File: src/rtl/lsq_simple.sv
// lsq_simple: in-order load/store queue issuing one dcache access at a time from the head.
module lsq_simple #(
    parameter int DEPTH    = 8,
    parameter int ROB_ID_W = 5
) (
    input  logic                clk,
    input  logic                rst_aL,
    output logic                dispatch_ready,
    input  logic                dispatch_valid,
    input  logic                dispatch_is_store,
    input  logic [1:0]          dispatch_width,
    input  logic                dispatch_unsigned,
    input  logic [ROB_ID_W-1:0] dispatch_rob_id,
    input  logic [11:0]         dispatch_imm,
    input  logic                dispatch_base_ready,
    input  logic [ROB_ID_W-1:0] dispatch_base_tag,
    input  logic [31:0]         dispatch_base_val,
    input  logic                dispatch_sdata_ready,
    input  logic [ROB_ID_W-1:0] dispatch_sdata_tag,
    input  logic [31:0]         dispatch_sdata_val,
    input  logic                alu_broadcast_valid,
    input  logic [ROB_ID_W-1:0] alu_broadcast_rob_id,
    input  logic [31:0]         alu_broadcast_reg_data,
    output logic                mem_req_valid,
    input  logic                mem_req_ready,
    output logic [31:0]         mem_req_addr,
    output logic                mem_req_is_store,
    output logic [1:0]          mem_req_width,
    output logic [31:0]         mem_req_wdata,
    input  logic                mem_resp_valid,
    input  logic [31:0]         mem_resp_data,
    output logic                ld_broadcast_valid,
    output logic [ROB_ID_W-1:0] ld_broadcast_rob_id,
    output logic [31:0]         ld_broadcast_data,
    output logic                st_done_valid,
    output logic [ROB_ID_W-1:0] st_done_rob_id
);
    localparam int PW = $clog2(DEPTH);
    localparam int CW = PW + 1;

    typedef enum logic [1:0] {IDLE, REQ, WAIT} state_t;

    state_t          state;
    logic [PW-1:0]   head, tail;
    logic [CW-1:0]   count;
    logic [DEPTH-1:0] e_valid;

    logic                e_store [DEPTH];
    logic [1:0]          e_width [DEPTH];
    logic                e_uns   [DEPTH];
    logic [ROB_ID_W-1:0] e_rob   [DEPTH];
    logic [11:0]         e_imm   [DEPTH];
    logic                e_b_rdy [DEPTH];
    logic [ROB_ID_W-1:0] e_b_tag [DEPTH];
    logic [31:0]         e_b_val [DEPTH];
    logic                e_s_rdy [DEPTH];
    logic [ROB_ID_W-1:0] e_s_tag [DEPTH];
    logic [31:0]         e_s_val [DEPTH];

    logic        push, pop, head_rdy, b_hit, s_hit;
    logic [31:0] addr, wdata, ld_ext;

    always_comb begin
        dispatch_ready = count < CW'(DEPTH);
        push     = dispatch_valid && dispatch_ready;
        pop      = (state == REQ && mem_req_ready && mem_req_is_store) || (state == WAIT && mem_resp_valid);
        head_rdy = count != '0 && e_valid[head] && e_b_rdy[head] && e_s_rdy[head];
        b_hit    = alu_broadcast_valid && dispatch_base_tag == alu_broadcast_rob_id;
        s_hit    = alu_broadcast_valid && dispatch_sdata_tag == alu_broadcast_rob_id;
        addr     = e_b_val[head] + {{20{e_imm[head][11]}}, e_imm[head]};
        wdata    = e_width[head] == 2'b00 ? {24'b0, e_s_val[head][7:0]} :
                   e_width[head] == 2'b01 ? {16'b0, e_s_val[head][15:0]} : e_s_val[head];
        ld_ext   = e_width[head] == 2'b00 ? {{24{~e_uns[head] & mem_resp_data[7]}}, mem_resp_data[7:0]} :
                   e_width[head] == 2'b01 ? {{16{~e_uns[head] & mem_resp_data[15]}}, mem_resp_data[15:0]} :
                   mem_resp_data;
    end

    // Payload is qualified by e_valid, so it needs no reset.
    always_ff @(posedge clk) begin
        for (int i = 0; i < DEPTH; i++) begin
            if (alu_broadcast_valid && !e_b_rdy[i] && e_b_tag[i] == alu_broadcast_rob_id) begin
                e_b_rdy[i] <= 1'b1;
                e_b_val[i] <= alu_broadcast_reg_data;
            end
            if (alu_broadcast_valid && !e_s_rdy[i] && e_s_tag[i] == alu_broadcast_rob_id) begin
                e_s_rdy[i] <= 1'b1;
                e_s_val[i] <= alu_broadcast_reg_data;
            end
        end
        if (push) begin
            e_store[tail] <= dispatch_is_store;
            e_width[tail] <= dispatch_width;
            e_uns[tail]   <= dispatch_unsigned;
            e_rob[tail]   <= dispatch_rob_id;
            e_imm[tail]   <= dispatch_imm;
            e_b_tag[tail] <= dispatch_base_tag;
            e_b_rdy[tail] <= dispatch_base_ready || b_hit;
            e_b_val[tail] <= dispatch_base_ready ? dispatch_base_val : alu_broadcast_reg_data;
            e_s_tag[tail] <= dispatch_sdata_tag;
            e_s_rdy[tail] <= !dispatch_is_store || dispatch_sdata_ready || s_hit;
            e_s_val[tail] <= dispatch_sdata_ready ? dispatch_sdata_val : alu_broadcast_reg_data;
        end
    end

    always_ff @(posedge clk or negedge rst_aL) begin
        if (!rst_aL) begin
            state               <= IDLE;
            head                <= '0;
            tail                <= '0;
            count               <= '0;
            e_valid             <= '0;
            mem_req_valid       <= 1'b0;
            mem_req_addr        <= '0;
            mem_req_is_store    <= 1'b0;
            mem_req_width       <= '0;
            mem_req_wdata       <= '0;
            ld_broadcast_valid  <= 1'b0;
            ld_broadcast_rob_id <= '0;
            ld_broadcast_data   <= '0;
            st_done_valid       <= 1'b0;
            st_done_rob_id      <= '0;
        end else begin
            ld_broadcast_valid <= 1'b0;
            st_done_valid      <= 1'b0;
            count              <= count + CW'(push) - CW'(pop);
            if (push) begin
                e_valid[tail] <= 1'b1;
                tail          <= tail + PW'(1);
            end
            if (pop) begin
                e_valid[head] <= 1'b0;
                head          <= head + PW'(1);
            end
            case (state)
                IDLE: if (head_rdy) begin
                    state            <= REQ;
                    mem_req_valid    <= 1'b1;
                    mem_req_addr     <= addr;
                    mem_req_is_store <= e_store[head];
                    mem_req_width    <= e_width[head];
                    mem_req_wdata    <= wdata;
                end
                REQ: if (mem_req_ready) begin
                    mem_req_valid  <= 1'b0;
                    state          <= mem_req_is_store ? IDLE : WAIT;
                    st_done_valid  <= mem_req_is_store;
                    st_done_rob_id <= e_rob[head];
                end
                WAIT: if (mem_resp_valid) begin
                    state               <= IDLE;
                    ld_broadcast_valid  <= 1'b1;
                    ld_broadcast_rob_id <= e_rob[head];
                    ld_broadcast_data   <= ld_ext;
                end
                default: state <= IDLE;
            endcase
        end
    end
endmodule

File: config.mk
export PLATFORM = sky130hd
export DESIGN_NAME = lsq_simple
export DESIGN_NICKNAME = d
export VERILOG_FILES = /design/src/rtl/lsq_simple.sv
export SDC_FILE = /design/constraint.sdc
export NUM_CORES = 2
export LEC_CHECK = 0
export ABC_AREA = 1
export BUFFER_PORTS_ARGS = -buffer_cell sky130_fd_sc_hd__buf_2
export CELL_PAD_IN_SITES_DETAIL_PLACEMENT = 0
export CELL_PAD_IN_SITES_GLOBAL_PLACEMENT = 1
export CORE_ASPECT_RATIO = 1.4
export CORE_UTILIZATION = 35
export CTS_CLUSTER_SIZE = 28
export DETAILED_ROUTE_END_ITERATION = 8
export GPL_TIMING_DRIVEN = 0
export PLACE_DENSITY_LB_ADDON = 0.1
export SYNTH_ARGS = -nofsm -noshare
export SYNTH_HDL_FRONTEND = slang
export SYNTH_SLANG_ARGS = --single-unit
File: constraint.sdc
create_clock -name clk -period 4.5 [get_ports clk]
set_input_delay 0.45 -clock clk [delete_from_list [all_inputs] [get_ports clk]]
set_output_delay 0.45 -clock clk [all_outputs]
set_load 0.005 [all_outputs]
==> metrics.yaml <==
run_status:
  status: "completed"
synthesis:
  yosys-top-cells-count: "1,060 x nand2_1, 771 x o21ai_0, 760 x edfxtp_1"
  synth_top_cell_by_area: "edfxtp_1"
  synth_mux_area_share_pct: 1.50
  ys_types: 49
  synth_xor_area_share_pct: 1.11
  syn-instance-count: 4244
  synthAdderAreaFrac_pct: 1.21
  post-synth-top-count-cell: "nand2_1"
  synth_area_mm2: 0.0426
  synth_edf_count: 760
  syn_area_per_cell_um2: 10.0
  ys_async_sr_fraction_pct: 14.5
  synth_nets: 4456
  synth_compound_area_share_pct: 14.4
  synth_top_area_share_pct: 53.5
  ys_seq_area_share_pct: 62.0
  yosys-top-cells-area: "edfxtp_1 54%, nand2_1 9.3%, o21ai_0 9.0%, dfrtp_1 7.7%, o21a_1 2.4%"
  ys_seq_elements: 908
  yosysWarnings: 0
  synth_ff_type: "edfxtp_1"
  synth_top_family_by_area: "simple AND/OR/NAND/NOR gates"
  synthSimpleGateAreaFrac_pct: 14.9
drt:
  drtPass1Iterations: 6
  drtIter0Drc: 3731
  ant_nets: 0
  wire_per_inst_um: 29.9
  wl_mm: 190
  drc_errors: 0
  vias_per_cell: 5.57
  vias: 35300
final_layout:
  syn_to_final_growth_pct: 18.1
  fin_nets: 4861
  nFillCells: 12100
  final_cells: 6341
  utilization_pct: 41.6
  drive_gt1_share_pct: 12.8
clock_network:
  cts.sinks: 908
  cts-root-buf: "clkbuf_16"
  ctsHtreeMaxLevel: 3
  path_clk_slew_ns: 0.06
  post_cts_buffers: 0
  numCtsBuffers: 96
  clockBufferDepth: 3
  cts_tree: "built"
  clk_latency_ns: 0.73
placed_design:
  pre_cts_slack_ns: -0.794
  gp_congestion: 0.892
  dpl.hpwl_mm: 134
  dp.cells: 6117
  io_buffer_count: 245
sta:
  rsz0062_at_grt: "false"
  worstMarginPinSlew_ns: 1.47
  fin_crit_sh_pct: 96.8
  finClkSkew_ns: 0.0332
  period_needed_ns: 4.36
  relSlewSlack_pct: 2.21
  fmax_ghz: 0.230
  setup_viol: 0
  finalSetupTns_ns: 0
  hold_viol: 0
  fin_hold_ws_ns: 0.0431
  setup_ws_ns: 0.144
  slew_viol_final: 0
critical_path:
  arrival_ns: 4.95
  reg2reg_depth: 16
  cp-start-kind: "register"
  crit_fanout: 10
  regToRegEndpoint: "mem_req_addr[24]$_DFFE_PN0P_"
  cp.required_ns: 5.09
  reg2reg_from: "head[1]$_DFFE_PN0N_"
  worstSetupStartpoint: "head[1]$_DFFE_PN0N_"
  critPathKind: "reg2reg"
  r2r_slack_ns: 0.14
  worstSetupEndpointType: "register"
run:
  drv_cap: 0
power:
  power.leakage_uw: 0.0199
  combPwrFrac_pct: 48.9
  p_seq_share_pct: 29.5
  p_switching_uw: 17800
  switching_share_pct: 46.6
  vdd_ir_drop_max_mv: 0.411
  p_per_area_mw_per_mm2: 758
  p_int_uw: 20400
  p_clk_share_pct: 21.6
min_path:
  min_delay_worst_endpoint: "ld_broadcast_data[16]$_DFFE_PN0P_"
  min_path_cells: 5
  min-delay-start: "mem_resp_data[16]"
  min_path_type: "in2reg"
floorplan:
  start_util_pct: 35.3
  die_h_um: 415
  rows: 151
  core_area_mm2: 0.121
  ios: 285
  die_w_um: 297
  die_area_mm2: 0.123
global_route:
  grt_pass1_vias: 34600
  grt_overflow: 0
  grt_max_degree: 82
  antenna_found_initial: 5
  grt_pass1_wl_mm: 261
  grt_usage_pct: 30.2
power groups by stage:
stage | Clock, uW | Sequential, uW | Combinational [uW]
floorplan | 0 | 11400 | 10000
finish | 8240 | 11300 | 18700
CTS | 8290 | 11300 | 18400
global placement | 0 | 11500 | 18000
detailed placement | 0 | 11400 | 18300
global route | 8590 | 11400 | 20200
cells in the final DEF, fill, tap and decap left out, types with 36 or more instances in the layout:
master / synthesis / layout
xor2_1: 42 / 42
clkbuf_1: 149 / 145
nand2_1: 1060 / 1045
o21a_1: 138 / 138
inv_1: 217 / 217
dfrtp_1: 132 / 131
buf_1: 51 / 46
edfxtp_1: 760 / 760
buf_2: 65 / 299
ha_1: 38 / 36
o21ai_0: 771 / 769
nor2_1: 249 / 241
nand3_1: 200 / 200
mux2i_1: 64 / 64
dlygate4sd3_1: 0 / 42
a21oi_1: 52 / 52
clkbuf_16: 0 / 98
worst max-delay path, cell delays in order, from the launching register on:
cell       delay, ns
dfrtp_1         0.48
nand2_1         0.28
clkbuf_2        0.48
clkbuf_2        0.67
nor2_1          0.12
o21ai_0         0.15
o2111ai_2       0.28
ha_1            0.47
nand2_1         0.11
inv_1           0.08
nand2_1         0.11
nor3_1          0.33
nand3_1         0.23
nand3_1         0.13
nand2_1         0.05
nand3_1         0.16
nand2_1         0.07
sequential cells by signal, summed over array words and instances, names as in the netlist, 5 cells and up:
name / count
e_b_val: 256
e_s_val: 256
e_imm: 96
e_b_tag: 40
e_rob: 40
e_s_tag: 40
ld_broadcast_data: 32
mem_req_addr: 32
mem_req_wdata: 32
e_width: 16
e_b_rdy: 8
e_s_rdy: 8
e_store: 8
e_uns: 8
e_valid: 8
ld_broadcast_rob_id: 5
st_done_rob_id: 5
repair_timing:
action,in CTS,in global routing
setup endpoints to repair,29,19
hold buffers,42,0
pin swaps,0,0
gates cloned,0,0
resized for setup,32,51
endpoints found under the hold margin,220,0
worst max-delay path by stage:
stage / to / depth (start not counted) / slack [ns]
after floorplan: e_s_val[2][0]$_DFFE_PP_ / 7 / 0.23
after global placement: e_s_val[6][19]$_DFFE_PP_ / 8 / -4.99
after detailed placement: mem_req_addr[24]$_DFFE_PN0P_ / 18 / -0.79
after CTS: mem_req_addr[30]$_DFFE_PN0P_ / 19 / 0.0004
after global routing: mem_req_addr[29]$_DFFE_PN0P_ / 17 / 0.01
final: mem_req_addr[24]$_DFFE_PN0P_ / 16 / 0.14
per-stage QoR:
step                power (uW)  instance area (um^2)
CTS                      38000                 50200
global placement         29500                 45900
detailed placement       29700                 46500
global route             40200                 50300
finish                   38200                 50300
floorplan                21400                 42600
metal layers:
layer	up-vias	track usage (%)	share of wire, %
met4	4	14.4	5.2
met5	-	0	0.013
met1	17500	37.5	39
li1	15700	-	-
met3	442	4.60	7.7
met2	1712	51.5	48
logic make-up after synthesis:
family	after synthesis
compound gates	1091
xor+xnor	54
fa+ha+maj	40
buf+inv	512
flops	908
mux	64
simple gates	1575
layout make-up:
cell class | instances | area (um^2) | share of cell area [%]
diodes | 3 | 7.51 | 0.0149
repair buffers | 309 | 2140 | 4.25
plain buffers | 275 | 1250 | 2.48
flip-flops and latches | 908 | 26400 | 52.5
well taps | 1606 | 2010 | 3.99
inverters | 235 | 882 | 1.75
multi-input cells | 2824 | 14400 | 28.7
clock inverters | 58 | 571 | 1.13
clock buffers | 123 | 2600 | 5.16
(Power assumes the default switching activity.)
